## src/rtl/dma_pkg.sv

```systemverilog
// Shared types and helpers for the single-channel DRAM <-> GLB DMA engine.
// States, word constants and the tail-strobe function.
package dma_pkg;

    typedef enum logic [3:0] {
        IDLE,
        RD_REQ,
        RD_WAIT,
        GLB_WR,
        GR_REQ,
        GR_WAIT,
        WR_REQ,
        DONE,
        HOLD
    } dma_state_e;

    localparam int         WORD_BYTES = 4;
    localparam logic [3:0] STRB_FULL  = 4'hF;

    function automatic logic [3:0] strb_for(input logic [31:0] rem);
        logic [3:0] s;
        s = 4'h0;
        if (rem >= 32'(WORD_BYTES)) begin
            s = STRB_FULL;
        end else begin
            unique case (rem[1:0])
                2'd1:    s = 4'h1;
                2'd2:    s = 4'h3;
                2'd3:    s = 4'h7;
                default: s = 4'h0;
            endcase
        end
        return s;
    endfunction

endpackage

```

## src/rtl/dma_engine.sv

```systemverilog
// Word-serial DMA: moves one 32-bit word per beat between DRAM and the GLB.
// One command in flight; completion is a one-cycle interrupt pulse.
module dma_engine
    import dma_pkg::*;
#(
    parameter int GLB_AW = 16
) (
    input  logic              clk,
    input  logic              rst_n,
    input  logic              dma_enable_i,
    input  logic              dma_read_i,
    input  logic [31:0]       dma_addr_i,
    input  logic [31:0]       dma_len_i,
    input  logic [GLB_AW-1:0] glb_addr_i,
    output logic              dma_interrupt_o,
    output logic              dma_err_o,
    output logic              busy_o,
    output logic              dram_req_o,
    output logic              dram_we_o,
    output logic [31:0]       dram_addr_o,
    output logic [31:0]       dram_wdata_o,
    output logic [3:0]        dram_wstrb_o,
    input  logic              dram_gnt_i,
    input  logic              dram_rvalid_i,
    input  logic [31:0]       dram_rdata_i,
    output logic              glb_we_o,
    output logic              glb_re_o,
    output logic [GLB_AW-1:0] glb_addr_o,
    output logic [31:0]       glb_wdata_o,
    output logic [3:0]        glb_wstrb_o,
    input  logic [31:0]       glb_rdata_i
);

    dma_state_e        state, next_state;
    logic [31:0]       rem_q;
    logic [31:0]       daddr_q;
    logic [GLB_AW-1:0] gaddr_q;
    logic [31:0]       data_q;
    logic              err_q;

    logic       accept;
    logic       misaligned;
    logic       last;
    logic       beat_done;
    logic [3:0] strb;

    assign accept     = (state == IDLE) && dma_enable_i;
    assign misaligned = (|dma_addr_i[1:0]) || (|glb_addr_i[1:0]);
    assign last       = rem_q <= 32'(WORD_BYTES);
    assign strb       = strb_for(rem_q);
    assign beat_done  = (state == GLB_WR) ||
                        ((state == WR_REQ) && dram_gnt_i);

    always_ff @(posedge clk) begin
        if (!rst_n) begin
            state <= IDLE;
        end else begin
            state <= next_state;
        end
    end

    always_ff @(posedge clk) begin
        if (!rst_n) begin
            rem_q   <= '0;
            daddr_q <= '0;
            gaddr_q <= '0;
            data_q  <= '0;
            err_q   <= 1'b0;
        end else begin
            if (accept) begin
                rem_q   <= dma_len_i;
                daddr_q <= dma_addr_i;
                gaddr_q <= glb_addr_i;
                err_q   <= misaligned;
            end
            if ((state == RD_WAIT) && dram_rvalid_i) begin
                data_q <= dram_rdata_i;
            end
            if (state == GR_WAIT) begin
                data_q <= glb_rdata_i;
            end
            // Both address counters wrap silently at their widths.
            if (beat_done) begin
                rem_q   <= last ? '0 : rem_q - 32'(WORD_BYTES);
                daddr_q <= daddr_q + 32'(WORD_BYTES);
                gaddr_q <= gaddr_q + GLB_AW'(WORD_BYTES);
            end
        end
    end

    always_comb begin
        next_state = state;
        unique case (state)
            IDLE: begin
                if (dma_enable_i) begin
                    if (misaligned || (dma_len_i == '0)) begin
                        next_state = DONE;
                    end else begin
                        next_state = dma_read_i ? RD_REQ : GR_REQ;
                    end
                end
            end
            RD_REQ:  if (dram_gnt_i) next_state = RD_WAIT;
            RD_WAIT: if (dram_rvalid_i) next_state = GLB_WR;
            GLB_WR:  next_state = last ? DONE : RD_REQ;
            GR_REQ:  next_state = GR_WAIT;
            GR_WAIT: next_state = WR_REQ;
            WR_REQ: begin
                if (dram_gnt_i) next_state = last ? DONE : GR_REQ;
            end
            // HOLD keeps a still-asserted command from retriggering.
            DONE:    next_state = dma_enable_i ? HOLD : IDLE;
            HOLD:    if (!dma_enable_i) next_state = IDLE;
            default: next_state = IDLE;
        endcase
    end

    always_comb begin
        dma_interrupt_o = 1'b0;
        busy_o          = (state != IDLE);
        dram_req_o      = 1'b0;
        dram_we_o       = 1'b0;
        dram_addr_o     = '0;
        dram_wdata_o    = '0;
        dram_wstrb_o    = '0;
        glb_we_o        = 1'b0;
        glb_re_o        = 1'b0;
        glb_addr_o      = '0;
        glb_wdata_o     = '0;
        glb_wstrb_o     = '0;
        unique case (state)
            RD_REQ: begin
                dram_req_o  = 1'b1;
                dram_addr_o = daddr_q;
            end
            GLB_WR: begin
                glb_we_o    = 1'b1;
                glb_addr_o  = gaddr_q;
                glb_wdata_o = data_q;
                glb_wstrb_o = strb;
            end
            GR_REQ: begin
                glb_re_o   = 1'b1;
                glb_addr_o = gaddr_q;
            end
            WR_REQ: begin
                dram_req_o   = 1'b1;
                dram_we_o    = 1'b1;
                dram_addr_o  = daddr_q;
                dram_wdata_o = data_q;
                dram_wstrb_o = strb;
            end
            DONE:    dma_interrupt_o = 1'b1;
            default: ;
        endcase
    end

    assign dma_err_o = err_q;

endmodule

```

## config.mk

```make
export PLATFORM = sky130hd
export DESIGN_NAME = dma_engine
export DESIGN_NICKNAME = d
export VERILOG_FILES = /design/src/rtl/dma_pkg.sv /design/src/rtl/dma_engine.sv
export SDC_FILE = /design/constraint.sdc
export NUM_CORES = 1
export LEC_CHECK = 0
export BUFFER_PORTS_ARGS = -buffer_cell sky130_fd_sc_hd__buf_2
export CAP_MARGIN = 15
export CORE_MARGIN = 2
export CORE_UTILIZATION = 25
export CTS_CLUSTER_SIZE = 8
export DETAILED_ROUTE_END_ITERATION = 8
export GPL_ROUTABILITY_DRIVEN = 1
export HOLD_SLACK_MARGIN = 0.05
export PLACE_DENSITY = 0.51
export SLEW_MARGIN = 20
export SYNTH_ARGS = -nofsm -noshare
export SYNTH_HDL_FRONTEND = slang
export SYNTH_SLANG_ARGS = --single-unit
```

## constraint.sdc

```tcl
create_clock -name clk -period 2.42 [get_ports clk]
set_clock_uncertainty 0.2 [all_clocks]
set_input_delay 0.242 -clock clk [delete_from_list [all_inputs] [get_ports clk]]
set_output_delay 0.242 -clock clk [all_outputs]
set_load 0.1 [all_outputs]
```

==> metrics, run 1 <==
outcome finished with violations; violations in the final reports setup timing; # rows 63; end of the critical path glb_wstrb_o[2]; slowest cell delay on critical path ~0.56 ns; Worst R2R Setup Slack -0.22 ns; Reg2Reg Depth 8; vias per inst 5.10; Initial DRT Pass Iterations 5; Pwr per Cell Area between 900 and 1000 nW/um^2; ANT cells 0; CP most frequent cell buf_6; Synth Instances 984; Leak 5.77 nW; Max-cap violations 0; DR WL/cell 17.8 um; layout cells sized above 1 37.8%; terminus of the critical flop-to-flop path data_q[22]; routability cong. 0.836; # IOs about 280; crit path cell chain or4_4, nor4_4, buf_4, nand4_1, buf_6, a21oi_2, nor2_1, buf_6; initial antenna violation count 0; Peak VDD IR 0.538 mV; Root Buffer clkbuf_16; crit path launch rem_q[22]; top_reg_cell synth dfxtp_1; Mapped Area 7450 um^2; effective utilization at floorplan 25.3%; Post-synth EDFFs 0; Mapped Nets 1138; Switching Share 44.8%; area grow syn2layout 92.4%; clock slew at reported path FFs 0.06 ns; Detailed Route WL around 33 mm; Starting DRT DRC Count 603; fin crit share 112%; hold_sp glb_rdata_i[5]; PortBufs 276; clock share of power 19.4%; total power roughly 0.013 W; sequential area share after synthesis 31.4%; Die H 177 um; RSZ-0062 raised after global routing yes; fillcell total between 2000 and 3000; class of the worst hold path in2reg; worst slack, placed -0.162 ns; yosys warns 0; pin count of the biggest net entering global routing 71; Avg Cell Area, Syn 7.57 um^2; f_max around 0.37 GHz; count of pins over their slew limit 0; cell-internal power 0.00740 W; RR Startpoint state[1]; Flop pwr share 23.0%; drt drc 0; Worst Setup Path Type reg2out; final setup violation count 35; slowest CP cell or4_4; post-DP HPWL 21.5 mm; FF+latch area between 2000 and 2500 um^2; global router's overall resource usage 19.9%; startpoint types flop; Crit. End Element output pin; Synth Register Bits 117; vias in the first global route 9143; CP max FO 5; Fin Setup TNS -3.46 ns; CTS tree yes; Sw Pwr about 0.006 W; clk buf depth 2; CTS buffer count 17; Core Footprint 29500 um^2; first-pass GRT wire length 49.1 mm; gr ovfl total 0; Post-Layout Cell Count 1839; Combinational Power Share 57.6%; antenna viol nets, final 0; Die ar. around 31000 um^2; Netlist cell types between 60 and 70; Clk Latency, worst-skew pair 0.41 ns; normalized max-slew margin between 60 and 70%; Nets 1590; critical path data required time roughly 2 ns; Hold Violations, Final 0; Hold WS 0.0473 ns; CTS H-tree lvls 4; Sink Count 117; DR vias 9381; setup ws final -0.280 ns; CP Data Arrival Time 2.26 ns; die width between 150 and 200 um; Post-Place Cells 1641; async set-reset flop share out of synthesis 0%; Multi-input gate area 5140 um^2; Worst-Margin Slew ~0.5 ns; Min Clock Period, post-route 2.70 ns
placed cells by master, fill, tap and decap left out, types with 20 or more instances in the layout:
master,count
buf_2,151
buf_12,133
dlygate4sd3_1,125
dfxtp_1,113
nand2_1,83
buf_4,71
nor2_1,69
a21oi_1,63
and2_4,46
nand3_1,42
and3_1,41
a31oi_1,34
mux2i_1,31
a211oi_1,30
o21ai_0,29
and2_2,28
nor4_1,26
nor3_1,20
nand4_1,20
clkbuf_16,20
synth_stat cells (6+ instances only):
library cell  instances  area [um^2]
o21ai_1               7         35.0
nor3_1               25          125
a211oi_1             37          278
mux2i_1              34          340
inv_1                18         67.6
xnor2_1               7         61.3
and2_1               85          532
or3_1                12         75.1
dfxtp_1             117         2340
and3_1               41          257
o21a_1                6         45.0
a31oi_1              34          213
nor2_1               73          274
clkbuf_1             63          236
nand4_1              20          125
o21ai_0              29          145
a21oi_1              67          335
o211ai_1             11         82.6
a22oi_1              14          105
nor4_1               29          181
nand3_1              42          210
nand2_1              84          315
a32oi_1               6         52.6
or4_1                 6         45.0
o31a_1                8         70.1
buf_2                16         80.1
power by group through the flow:
stage / combinational (W) / sequential (W) / clock (W)
after floorplan: 0.00430 / 0.00296 / 0
after global placement: 0.00652 / 0.00309 / 0
after detailed placement: 0.00655 / 0.00310 / 0
after CTS: 0.00735 / 0.00307 / 0.00267
after global routing: 0.00830 / 0.00318 / 0.00275
final: 0.00772 / 0.00308 / 0.00260
worst max-delay path: cells and delay by family, from the launching register on:
| family | cells | cell delay, ns |
|---|---|---|
| AO/OA/AOI/OAI | 1 | 0.12 |
| flip-flops | 1 | 0.32 |
| buffers and inverters | 3 | 0.53 |
| AND/OR/NAND/NOR | 4 | 0.87 |
metrics by stage:
step / instance area (um^2) / utilization (%)
2_1_floorplan: 7640 / -
3_3_place_gp: 11700 / 39.6
3_5_place_dp: 11700 / 39.6
4_1_cts: 14100 / 47.7
5_1_grt: 14300 / 48.6
6_report: 14300 / 48.6
cell type report:
type                    instances  share of cell area (%)
clock buffers                  21                    3.28
clock inverters                11                   0.881
inverters                      18                   0.524
multi-input cells             767                    35.8
flip-flops and latches        117                    16.4
well taps                     390                    3.40
repair buffers                515                    39.7
worst min path at each step:
stage / end / slack, ns / depth (start not counted)
3_5_place_dp: daddr_q[0] / 0.24 / 2
4_1_cts: data_q[12] / 0.05 / 3
6_report: data_q[5] / 0.05 / 3
2_1_floorplan: gaddr_q[7] / 0.18 / 2
3_3_place_gp: daddr_q[0] / 0.24 / 2
5_1_grt: data_q[3] / 0.03 / 3
flip-flops by register name, summed over array words and instances (netlist names):
| name | cells |
|---|---|
| daddr_q | 32 |
| rem_q | 32 |
| dma_err_o | 1 |
| gaddr_q | 16 |
| state | 4 |
| data_q | 32 |
cell families after synthesis:
group / count (synthesis) / synth area share, %
compound gates: 256 / 22.6
xor+xnor: 8 / 0.940
fa+ha+maj: 4 / 0.672
buf+inv: 100 / 5.30
flops: 117 / 31.4
mux: 39 / 5.32
simple gates: 460 / 33.7
per-layer routing:
metal / up-vias / routed length (um) / GRT usage (%)
met1: 4424 / 13500 / 24.3
met4: 0 / 598 / 5.72
met3: 33 / 2410 / 4.57
li1: 4561 / - / -
met2: 363 / 16200 / 34.9
met5: - / 0 / 0
timing repair:
item | in CTS | in global routing
gates cloned | 3 | 3
hold endpoints to repair | 113 | 0
buffers inserted | 14 | 9
setup endpoints to repair | 119 | 99
resized for setup | 70 | 46
pin swaps | 5 | 11
hold buffers | 141 | 0
Power figures use the tool's default switching activity.
==> run 2, diff against run 1 <==
--- a/config.mk
+++ b/config.mk
@@ -14,6 +14,7 @@
 export GPL_ROUTABILITY_DRIVEN = 1
 export HOLD_SLACK_MARGIN = 0.05
 export PLACE_DENSITY = 0.51
+export SKIP_LAST_GASP = 1
 export SLEW_MARGIN = 20
 export SYNTH_ARGS = -nofsm -noshare
 export SYNTH_HDL_FRONTEND = slang
==> metrics, run 2 (synthesized netlist as in run 1, its figures left out) <==
post-DP HPWL 21.5 mm; routability cong. 0.836; Detailed Route WL 32.5 mm; most frequent cells in the layout buf_2 (151), dlygate4sd3_1 (138), buf_12 (134); Worst Setup Path Type reg2out; Post-Layout Cell Count roughly 1800; Leak 5.64 nW; fillcell total 2777; vias per inst 5.07; CP max FO 5; CP Data Arrival Time 2.26 ns; Initial DRT Pass Iterations 5; Die ar. around 31000 um^2; DR vias 9325; area grow syn2layout 91.4%; vias in the first global route around 9100; Crit. End Element output pin; PortBufs 276; Pwr per Cell Area approximately 930 nW/um^2; final setup violation count 49; Nets 1590; Reg2Reg Depth 8; Peak VDD IR 0.540 mV; CTS H-tree lvls 4; critical path data required time ~2.0 ns; Worst-Margin Slew slightly above 0.5 ns; CTS buffer count 17; Core Footprint 29500 um^2; Hold Violations, Final 0; most common cell after layout, fill and taps aside buf_2; hold depth 3; layout cells sized above 1 37.3%; effective utilization at floorplan between 20% and 30%; clk buf depth 2; Die H between 150 and 200 um; post-route cell area around 14000 um^2; DR WL/cell 17.7 um; Min Clock Period, post-route 2.70 ns; outcome finished with violations; setup ws final -0.280 ns; count of pins over their slew limit 0; drt drc 0; total power 0.0133 W; Multi-input gate area 5100 um^2; placed cell area roughly 12000 um^2; Post-Place Cells roughly 1600; initial antenna violation count 0; antenna viol nets, final 0; Root Buffer clkbuf_16; Max-cap violations 0; RR Startpoint state[1]; ANT cells 0; largest registers daddr_q (32), data_q (32), rem_q (32); Sink Count 117; RSZ-0062 raised after global routing yes; first-pass GRT wire length 49.1 mm; f_max 0.370 GHz; Worst R2R Setup Slack -0.18 ns; normalized max-slew margin 65.9%; hold_sp glb_rdata_i[5]; pin count of the biggest net entering global routing 71; CTS tree yes; Clk Latency, worst-skew pair 0.42 ns; Hold EP data_q[5]; violations in the final reports setup timing; gr ovfl total 0; # IOs approximately 280; die width 177 um; startpoint types flop; Starting DRT DRC Count 674; class of the worst hold path in2reg; terminus of the critical flop-to-flop path data_q[19]; FF+latch area 2350 um^2; # rows 63; global router's overall resource usage 19.9%; fin crit share 112%; clock slew at reported path FFs ~0.060 ns
==> run 2: cell types whose count changed in the layout (fill, tap and decap cells not counted), sizes merged <==
| cell | delta |
|---|---|
| dlygate4sd3 | +13 |
| dlymetal6s4s | -13 |
==> run 2: metrics by stage <==
| step | util [%] | setup WS [ns] | hold WS, ns | TNS (ns) |
|---|---|---|---|---|
| 3_3_place_gp | 39.6 | -0.102 | 0.240 | -0.379 |
| 5_1_grt | 48.4 | -0.380 | 0.0273 | -10.01 |
| 2_1_floorplan | - | -0.441 | 0.178 | -3.09 |
| 3_5_place_dp | 39.6 | -0.162 | 0.243 | -0.900 |
| 6_report | 48.4 | -0.280 | 0.0382 | -4.97 |
| 4_1_cts | 47.7 | -0.301 | 0.0527 | -5.37 |
==> run 2: where the power goes <==
| part | internal, W | leakage, nW | switching, W | total (W) |
|---|---|---|---|---|
| clock network | 0.00160 | 0.281 | 0.000991 | 0.00259 |
| registers | 0.00250 | 0.959 | 0.000575 | 0.00307 |
| logic | 0.00327 | 4.40 | 0.00440 | 0.00767 |
| total | 0.00737 | 5.64 | 0.00596 | 0.0133 |
==> run 2: how the worst max path moves through the flow <==
stage	endpoint	start	slack (ns)
6_report	dram_wstrb_o[2]	rem_q[22]	-0.28
5_1_grt	glb_wstrb_o[0]	rem_q[22]	-0.38
4_1_cts	dram_wstrb_o[3]	rem_q[22]	-0.30
3_5_place_dp	glb_wstrb_o[0]	rem_q[20]	-0.16
3_3_place_gp	dram_wstrb_o[0]	rem_q[20]	-0.10
2_1_floorplan	dram_wstrb_o[0]	rem_q[2]	-0.44
==> run 2: final cells by class <==
| cell class | instances | area share, % |
|---|---|---|
| timing repair buffer | 515 | 39.6 |
| multi-input combinational | 767 | 35.7 |
| sequential | 117 | 16.5 |
| tap | 390 | 3.42 |
| clock buffer | 21 | 3.30 |
| clock inverter | 11 | 0.886 |
| inverter | 18 | 0.526 |
==> run 2: repair_timing <==
item                                    4_1_cts  5_1_grt
cloned                                        3        3
pin swaps                                     5       10
resized for setup                            63       28
endpoints found under the hold margin       113        0
buffers inserted                             14        9
endpoints found under the setup margin      119       98
hold buffers                                141        0
==> run 2: worst max-delay path, stage by stage, from the launching register on <==
cell and delay [ns]:
dfxtp_2 0.32, or4_4 0.55, nor4_4 0.15, buf_4 0.17
nand4_1 0.09, buf_6 0.16, a21oi_2 0.14, nor2_1 0.07
buf_6 0.18
==> run 2: layer usage <==
metal | share of wire [%] | vias up | GRT usage, %
met4 | 2.1 | 0 | 5.72
met5 | 0 | - | 0
met3 | 7.0 | 40 | 4.57
li1 | - | 4565 | -
met2 | 49 | 350 | 35.0
met1 | 42 | 4370 | 24.2
